**config.mk**
```make
export PLATFORM = sky130hd
export DESIGN_NAME = msrv32_dmem_access_ctrl
export DESIGN_NICKNAME = d
export VERILOG_FILES = /design/src/rtl/msrv32_dmem_access_ctrl.sv
export SDC_FILE = /design/constraint.sdc
export NUM_CORES = 1
export LEC_CHECK = 0
export ABC_AREA = 1
export BUFFER_PORTS_ARGS = -buffer_cell sky130_fd_sc_hd__buf_2
export CORE_ASPECT_RATIO = 0.9
export CORE_MARGIN = 10
export CORE_UTILIZATION = 30
export DETAILED_ROUTE_END_ITERATION = 8
export PLACE_DENSITY = 0.65
export SYNTH_ARGS = -nofsm -noshare
export SYNTH_HDL_FRONTEND = slang
export SYNTH_SLANG_ARGS = --single-unit
```
**constraint.sdc**
```tcl
create_clock -name ms_riscv32_mp_clk_in -period 1.75 [get_ports ms_riscv32_mp_clk_in]
set_clock_uncertainty 0.15 [all_clocks]
set_input_delay 0.4375 -clock ms_riscv32_mp_clk_in [delete_from_list [all_inputs] [get_ports ms_riscv32_mp_clk_in]]
set_output_delay 0.4375 -clock ms_riscv32_mp_clk_in [all_outputs]
set_load 0.1 [all_outputs]
```
**src/rtl/msrv32_dmem_access_ctrl.sv**
```systemverilog
// Data-memory access sequencer: accepts one load/store from the memory stage,
// runs the AHB-style address/data phases and hands read data to the load unit.
module msrv32_dmem_access_ctrl #(
  parameter int unsigned TIMEOUT_CYCLES = 16,
  parameter int unsigned CNT_W          = 5
) (
  input  logic        ms_riscv32_mp_clk_in,
  input  logic        ms_riscv32_mp_rst_in,
  input  logic        mem_req_valid_in,
  input  logic        mem_wr_req_in,
  input  logic [31:0] iadder_out_in,
  input  logic [31:0] rs2_data_in,
  input  logic [1:0]  load_size_in,
  input  logic        load_unsigned_in,
  input  logic        ahb_ready_in,
  input  logic        ahb_resp_in,
  input  logic [31:0] ms_riscv32_mp_dmdata_in,
  output logic [31:0] ms_riscv32_mp_dmaddr_out,
  output logic        ms_riscv32_mp_dm_req_out,
  output logic        ms_riscv32_mp_dmwr_req_out,
  output logic [3:0]  ms_riscv32_mp_dmwr_mask_out,
  output logic [31:0] ms_riscv32_mp_dmdata_out,
  output logic        stall_out,
  output logic [31:0] lu_data_out,
  output logic [1:0]  iadder_out_1_to_0_out,
  output logic [1:0]  load_size_out,
  output logic        load_unsigned_out,
  output logic        lu_valid_out,
  output logic        misaligned_out,
  output logic        bus_err_out
);

  typedef enum logic [2:0] {IDLE, ADDR, DATA, DONE, ERR} state_t;

  state_t           state, state_nxt;
  logic [CNT_W-1:0] cnt, cnt_nxt, cnt_inc;
  logic             timeout_c, misaligned_c, stall_c;
  logic [3:0]       mask_c;
  logic [31:0]      sdata_c;

  logic [31:0] dmaddr_nxt, dmdata_nxt, lu_data_nxt;
  logic        dm_req_nxt, dmwr_req_nxt, lu_valid_nxt, misaligned_nxt, bus_err_nxt;
  logic        load_unsigned_nxt;
  logic [3:0]  mask_nxt;
  logic [1:0]  offset_nxt, size_nxt;

  assign cnt_inc   = cnt + CNT_W'(1);
  assign timeout_c = (cnt_inc == CNT_W'(TIMEOUT_CYCLES));

  assign misaligned_c = ((load_size_in == 2'b01) && iadder_out_in[0]) ||
                        (load_size_in[1] && (iadder_out_in[1:0] != 2'b00));

  // Store lane steering: replicate data so any byte/half lane carries it
  always_comb begin
    mask_c  = 4'b1111;
    sdata_c = rs2_data_in;
    case (load_size_in)
      2'b00: begin
        mask_c  = 4'b0001 << iadder_out_in[1:0];
        sdata_c = {4{rs2_data_in[7:0]}};
      end
      2'b01: begin
        mask_c  = 4'b0011 << {iadder_out_in[1], 1'b0};
        sdata_c = {2{rs2_data_in[15:0]}};
      end
      default: begin
        mask_c  = 4'b1111;
        sdata_c = rs2_data_in;
      end
    endcase
  end

  always_comb begin
    state_nxt         = state;
    cnt_nxt           = cnt;
    stall_c           = 1'b0;
    dmaddr_nxt        = ms_riscv32_mp_dmaddr_out;
    dm_req_nxt        = ms_riscv32_mp_dm_req_out;
    dmwr_req_nxt      = ms_riscv32_mp_dmwr_req_out;
    mask_nxt          = ms_riscv32_mp_dmwr_mask_out;
    dmdata_nxt        = ms_riscv32_mp_dmdata_out;
    lu_data_nxt       = lu_data_out;
    offset_nxt        = iadder_out_1_to_0_out;
    size_nxt          = load_size_out;
    load_unsigned_nxt = load_unsigned_out;
    lu_valid_nxt      = 1'b0;
    misaligned_nxt    = 1'b0;
    bus_err_nxt       = 1'b0;

    case (state)
      IDLE: begin
        if (mem_req_valid_in) begin
          if (misaligned_c) begin
            misaligned_nxt = 1'b1;
          end else begin
            stall_c           = 1'b1;
            state_nxt         = ADDR;
            cnt_nxt           = '0;
            dmaddr_nxt        = {iadder_out_in[31:2], 2'b00};
            dm_req_nxt        = 1'b1;
            dmwr_req_nxt      = mem_wr_req_in;
            mask_nxt          = mem_wr_req_in ? mask_c : 4'b0000;
            dmdata_nxt        = mem_wr_req_in ? sdata_c : 32'h0;
            offset_nxt        = iadder_out_in[1:0];
            size_nxt          = load_size_in;
            load_unsigned_nxt = load_unsigned_in;
          end
        end
      end
      ADDR: begin
        stall_c = 1'b1;
        if (ahb_ready_in) begin
          dm_req_nxt = 1'b0;
          state_nxt  = DATA;
        end else if (timeout_c) begin
          dm_req_nxt  = 1'b0;
          bus_err_nxt = 1'b1;
          state_nxt   = ERR;
        end else begin
          cnt_nxt = cnt_inc;
        end
      end
      DATA: begin
        stall_c = 1'b1;
        if (ahb_ready_in) begin
          if (ahb_resp_in) begin
            bus_err_nxt = 1'b1;
            state_nxt   = ERR;
          end else begin
            if (!ms_riscv32_mp_dmwr_req_out) lu_data_nxt = ms_riscv32_mp_dmdata_in;
            lu_valid_nxt = !ms_riscv32_mp_dmwr_req_out;
            state_nxt    = DONE;
          end
        end else if (timeout_c) begin
          bus_err_nxt = 1'b1;
          state_nxt   = ERR;
        end else begin
          cnt_nxt = cnt_inc;
        end
      end
      DONE:    state_nxt = IDLE;
      ERR:     state_nxt = IDLE;
      default: state_nxt = IDLE;
    endcase
  end

  // Stall is combinational so the pipeline freezes in the accept cycle itself
  assign stall_out = ms_riscv32_mp_rst_in & stall_c;

  always_ff @(posedge ms_riscv32_mp_clk_in or negedge ms_riscv32_mp_rst_in) begin
    if (!ms_riscv32_mp_rst_in) begin
      state                       <= IDLE;
      cnt                         <= '0;
      ms_riscv32_mp_dmaddr_out    <= 32'h0;
      ms_riscv32_mp_dm_req_out    <= 1'b0;
      ms_riscv32_mp_dmwr_req_out  <= 1'b0;
      ms_riscv32_mp_dmwr_mask_out <= 4'h0;
      ms_riscv32_mp_dmdata_out    <= 32'h0;
      lu_data_out                 <= 32'h0;
      iadder_out_1_to_0_out       <= 2'b00;
      load_size_out               <= 2'b00;
      load_unsigned_out           <= 1'b0;
      lu_valid_out                <= 1'b0;
      misaligned_out              <= 1'b0;
      bus_err_out                 <= 1'b0;
    end else begin
      state                       <= state_nxt;
      cnt                         <= cnt_nxt;
      ms_riscv32_mp_dmaddr_out    <= dmaddr_nxt;
      ms_riscv32_mp_dm_req_out    <= dm_req_nxt;
      ms_riscv32_mp_dmwr_req_out  <= dmwr_req_nxt;
      ms_riscv32_mp_dmwr_mask_out <= mask_nxt;
      ms_riscv32_mp_dmdata_out    <= dmdata_nxt;
      lu_data_out                 <= lu_data_nxt;
      iadder_out_1_to_0_out       <= offset_nxt;
      load_size_out               <= size_nxt;
      load_unsigned_out           <= load_unsigned_nxt;
      lu_valid_out                <= lu_valid_nxt;
      misaligned_out              <= misaligned_nxt;
      bus_err_out                 <= bus_err_nxt;
    end
  end

endmodule
```
==> reports/results.ini, run 1 <==
[synth]
synthCells=555
main_combinational_cell_family_by_area_after_synthesis=simple AND/OR/NAND/NOR gates
synth-async-reset-ratio_pct=100
synth_mux_area_share_pct=0
seq_area_frac_synth_pct=58.9
yosysUniqueCellTypes=26
synth_compound_area_share_pct=10.2
synthXorXnorAreaFrac_pct=0.178
synthTopCellsByCount=273 x nand2_1, 116 x dfrtp_1, 28 x inv_1, 28 x o21ai_2, 15 x nor2_1
synth_adder_area_share_pct=0.254
synth_largest_area_cell=dfrtp_1
ys_top_cells_by_area=dfrtp_1 59%, nand2_1 21%, o21ai_2 5.0%
syn-mean-instance-area_sq_um=8.89
post_synth_and_or_nand_nor_area_fraction_pct=24.7
yosysTopAreaCellShare_pct=58.9
netlist_area_pre_place_sq_um=4930
synth.most_common_cell=nand2_1
synth-warning-count=0
yosys_register_bits=116
synthFlopType=dfrtp_1
synth_edf_count=0

[cts]
cts_htree_levels=4
ctsRootBufferMaster=clkbuf_16
clk_pin_slew_worst_paths_ns=0.05
cts_made_buffers=17
cts.sink_count=116
clkLatencyLatePin_ns=0.40
cts_tree=yes
buffer_depth_of_the_longest_clock_path=2

[cells_and_area]
post_route_cells_drive_above_1_share_pct=40.0
fillCellCount=1552
insertedDiodeCount=0
nets=897
syn2layout_area_growth_pct=52.4

[die]
chipHeight_microns=142
placement_rows=44
start_util_pct=30.6
num_io_pins=216
core-area_sq_um=16100
die_width_microns=155
die_area_sq_um=22000

[global_routing]
global_route.overflow_total=0
grt_antenna_before_repair=1
grt_start_max_net_pins=117
grt_first_pass_wirelength_microns=25100
total_track_usage_pct=14.3
vias_in_the_first_global_route=4659

[worst_setup_path]
timing.rr.start=state[0]$_DFFE_PN0P_
cp_data_required_time_ns=1.16
arrival_ns=1.58
cp_peak_stage_delay_ns=0.41
worst_r2r_dst=ms_riscv32_mp_dmdata_out[2]$_DFFE_PN0P_
worst-setup-path-type=register to primary output
worst_r2r_path_depth=7
crit_chain=nor3_4, nand3_4, nand2_2, inv_2, nor2_4, buf_12
ff2ff_setup_slack_ns=0.06
worst-path-max-fanout=3
worst_path_max_delay_cell=dfrtp_1
start_kind=register
worst_setup_path_end_kind=primary output

[status]
run_status=complete, but fails checks
violations=negative setup slack

[timing]
layout_min_cycle_time_ns=2.16
worst_slew_margin_rel_pct=56.0
post-route-period-util_pct=124
max_transition_viols_final=0
hold_viol_final=0
setup_slack_ns=-0.413
rsz0062_at_grt=yes
timing_worst_slew_pin_value_ns=0.660
finalSetupViolCount=1
timing.fmax_mhz=462

[job]
max_cap_violations=0

[drt]
first_iter_violations=278
post_dr_wirelength_cell_microns=15.9
number_of_vias_in_the_routed_layout=4504
drt_drc_violations_left=0
post_drt_via_cell_ratio=4.45
ant_nets=0
wl_microns=16000
drt_first_pass_iters=4

[worst_hold_path]
whs_path_depth=3
min-delay-path-class=primary input to register
hp-start=iadder_out_in[4]
hold_path_end=ms_riscv32_mp_dmaddr_out[4]$_DFFE_PN0P_

[placement]
post-dp-hpwl_microns=11800
pre_cts_slack_ns=-0.217
io_buffer_count=213
finalWeightedCongestion=0.796

## layout make-up
class	instances	area, sq um	area share (%)
sequential	116	2900	38.6
multi-input combinational	381	1790	23.8
timing repair buffer	243	1780	23.7
clock buffer	17	425	5.66
tap	207	259	3.45
clock inverter	15	230	3.06
inverter	32	126	1.68
## registers in the layout (all words and copies together), names as in the netlist, 2 cells and up
signal and flops:
lu_data_out 32, ms_riscv32_mp_dmdata_out 32, ms_riscv32_mp_dmwr_mask_out 4, ms_riscv32_mp_dmaddr_out 30
cnt 5, load_size_out 2, iadder_out_1_to_0_out 2, state 3
## through the flow
step	instance area (sq um)	hold slack (ns)	std cells	util (%)	setup TNS (ns)
2_1_floorplan	4940	-0.00809	556	-	-0.275
3_3_place_gp	6530	0.298	976	40.5	-6.27
3_5_place_dp	6530	0.304	976	40.5	-6.33
4_1_cts	7440	0.00992	1009	46.1	-0.449
5_1_grt	7510	0.0680	1011	46.6	-1.05
6_report	7510	0.0758	1011	46.6	-0.413
## metal layers
layer	share of wire, %	global-route usage (%)
met5	0.12	0
met4	0.99	4.27
met3	10	6.62
met2	46	22.7
met1	42	17.0
## cell usage in the layout, fill, tap and decap left out
cell type        n
inv_1           25
buf_12          15
nor2_4           5
buf_2          103
dfrtp_1        115
xor2_1           1
nand3_1          5
nand4_1          4
nor2_1          13
inv_4            1
clkinv_2         1
nor3_4           1
buf_6            2
clkinv_4         4
nand2_2          2
clkinvlp_4       4
o21ai_0         13
dfrtp_2          1
o221ai_1         9
conb_1           2
nand3_4          1
nand2_1        272
buf_4          121
o21ai_2         28
clkbuf_16       18
bufinv_16        5
inv_2            5
a21oi_1         14
ha_4             1
o21ai_1          6
o211ai_1         2
dlygate4sd3_1    1
nand3_2          2
inv_6            2
## critical path, delay by kind of cell, from the launching register on
| kind | cells | cell delay (ns) |
|---|---|---|
| buf+inv | 2 | 0.24 |
| flops | 1 | 0.41 |
| simple gates | 4 | 0.52 |
## worst max-delay path by stage
stage                    startpoint         to  slack, ns  cells past startpoint
6_report       state[0]$_DFFE_PN0P_  stall_out      -0.41                      6
5_1_grt        state[0]$_DFFE_PN0P_  stall_out      -0.53                      6
4_1_cts        state[0]$_DFFE_PN0P_  stall_out      -0.45                      6
3_5_place_dp        load_size_in[1]  stall_out      -0.22                      9
3_3_place_gp        load_size_in[1]  stall_out      -0.21                      9
2_1_floorplan       load_size_in[1]  stall_out      -0.27                      7
## cell families (layout without fill, tap and decap cells)
logic type | count (synthesis) | after routing
AO/OA/AOI/OAI | 72 | 72
XOR/XNOR | 1 | 1
adder cells (fa/ha/maj) | 1 | 1
buffers and inverters | 59 | 307
flip-flops | 116 | 116
other | 1 | 2
AND/OR/NAND/NOR | 305 | 305
## timing repair
item,CTS,global route
resized for setup,100,13
hold endpoints to repair,0,3
hold buffers,0,1
endpoints found under the setup margin,100,80
setup buffers,1,0
gates cloned,0,1
pin swaps,2,0
Power of run 1 is left out: the tool's default activity adds up to more than one toggle a clock period on the data nets, which glitch-free logic cannot reach.
==> inputs of run 2 (changes only) <==
CTS_BUF_LIST = sky130_fd_sc_hd__clkbuf_8   (was not set)
==> run 2 against run 1 <==
  * The run still ends with negative setup slack left
  * Design area down 1.6%
  * Die area stayed put
  * Non-clock buffer count unchanged
  * Critical path depth is the same
  * Routed wire length hardly changed
  * Via count increased by 0.33%
  * Sequential share of layout area grew 0.64 points
  * Maximum frequency fell by 1.3%
  * First-iteration DRC count increased by 2.5%
  * Largest cell class unchanged
  * Highest routed layer unchanged
==> reports/results.ini, run 2 (synthesized netlist as in run 1, its figures left out) <==
[die]
num_io_pins=216
chipHeight_microns=142
die_area_sq_um=22000
core-area_sq_um=16100
start_util_pct=30.6
die_width_microns=155
placement_rows=44

[timing]
setup_slack_ns=-0.441
rsz0062_at_grt=yes
post-route-period-util_pct=125
setup-tns-final_ns=-0.441
hold_viol_final=0
max_transition_viols_final=0
timing_worst_slew_pin_value_ns=0.658
worst_slew_margin_rel_pct=56.1
layout_min_cycle_time_ns=2.19
finalSetupViolCount=1
timing.fmax_mhz=456

[status]
violations=negative setup slack
run_status=complete, but fails checks

[worst_setup_path]
worst-path-max-fanout=3
arrival_ns=1.60
start_kind=register
worst_setup_path_end_kind=primary output
worst-setup-path-type=register to primary output
cp_data_required_time_ns=1.16

[cells_and_area]
post_route_cells_drive_above_1_share_pct=40.2
insertedDiodeCount=0
final_common_cell=nand2_1
syn2layout_area_growth_pct=49.9
final_cell_mix=272 x nand2_1, 114 x dfrtp_1, 103 x buf_2, 102 x buf_4, 28 x o21ai_2
nets=897
reg.largest.list=lu_data_out: 32 flops, ms_riscv32_mp_dmdata_out: 32 flops, ms_riscv32_mp_dmaddr_out: 30 flops

[worst_hold_path]
min-delay-path-class=primary input to register

[drt]
number_of_vias_in_the_routed_layout=4519
first_iter_violations=285
drt_drc_violations_left=0
wl_microns=16000
post_drt_via_cell_ratio=4.47
drt_first_pass_iters=4
ant_nets=0
post_dr_wirelength_cell_microns=15.9

[cts]
clkLatencyLatePin_ns=0.42
cts_tree=yes
clk_pin_slew_worst_paths_ns=0.07
ctsRootBufferMaster=clkbuf_8
buffer_depth_of_the_longest_clock_path=2
cts_made_buffers=17
cts.sink_count=116
cts_htree_levels=4

[global_routing]
grt_start_max_net_pins=117
global_route.overflow_total=0
total_track_usage_pct=14.3
vias_in_the_first_global_route=4692
grt_antenna_before_repair=1
grt_first_pass_wirelength_microns=25000

[job]
max_cap_violations=0

[placement]
finalWeightedCongestion=0.796
io_buffer_count=213
post-dp-hpwl_microns=11800
pre_cts_slack_ns=-0.217

run 2: cell types whose count changed in the layout (fill, tap and decap cells not counted):
cell,before,now
buf_6,2,21
dfrtp_2,1,2
clkbuf_16,18,1
dfrtp_1,115,114
clkbuf_8,0,17
buf_4,121,102
run 2: path summary, 6_finish.rpt:
check	cells past startpoint	start	slack, ns	end
max in group asynchronous	3	ms_riscv32_mp_rst_in	0.40	ms_riscv32_mp_dmwr_req_out$_DFFE_PN0P_
worst max register to register	7	state[0]$_DFFE_PN0P_	0.06	ms_riscv32_mp_dmdata_out[2]$_DFFE_PN0P_
worst max-delay path	6	state[0]$_DFFE_PN0P_	-0.44	stall_out
worst min register to register	2	lu_data_out[25]$_DFFE_PN0P_	0.32	lu_data_out[25]$_DFFE_PN0P_
min in group asynchronous	3	ms_riscv32_mp_rst_in	0.52	ms_riscv32_mp_dmdata_out[6]$_DFFE_PN0P_
worst min-delay path	3	iadder_out_in[4]	0.05	ms_riscv32_mp_dmaddr_out[4]$_DFFE_PN0P_
run 2: worst max-delay path, cell delays in order (launching register included):
cell,delay [ns]
dfrtp_1,0.42
nor3_4,0.25
nand3_4,0.09
nand2_2,0.08
inv_2,0.06
nor2_4,0.10
buf_12,0.18
run 2: metrics by stage:
| step | hold WS, ns | cell area, sq um | instances | util, % |
|---|---|---|---|---|
| after global placement | 0.298 | 6530 | 976 | 40.5 |
| after detailed placement | 0.304 | 6530 | 976 | 40.5 |
| after floorplan | -0.00809 | 4940 | 556 | - |
| final | 0.0529 | 7400 | 1011 | 45.9 |
| after global routing | 0.0181 | 7400 | 1011 | 45.9 |
| after CTS | 0.00483 | 7260 | 1010 | 45.0 |
run 2: area by class of cell:
type	count	area (sq um)
fill	1569	8730
inverter	32	126
sequential	116	2910
multi-input combinational	381	1790
timing repair buffer	243	1850
clock buffer	17	234
tap	207	259
clock inverter	15	230
run 2: per-layer routing:
layer  vias to the layer above  GRT usage [%]  part of all wire (%)
met2                       200           22.6                    46
li1                       2217              -                     -
met4                         2           4.12                  0.99
met1                      2085           16.9                    42
met3                        15           6.92                    11
met5                         -              0                  0.12
run 2: what timing repair did:
item | in CTS | in global routing
setup buffers | 1 | 0
hold buffers | 1 | 0
gates resized for setup | 102 | 31
setup endpoints to repair | 101 | 105
pin swaps | 2 | 0
cloned | 0 | 1
endpoints found under the hold margin | 116 | 0
Power of run 2 is left out for the same reason.
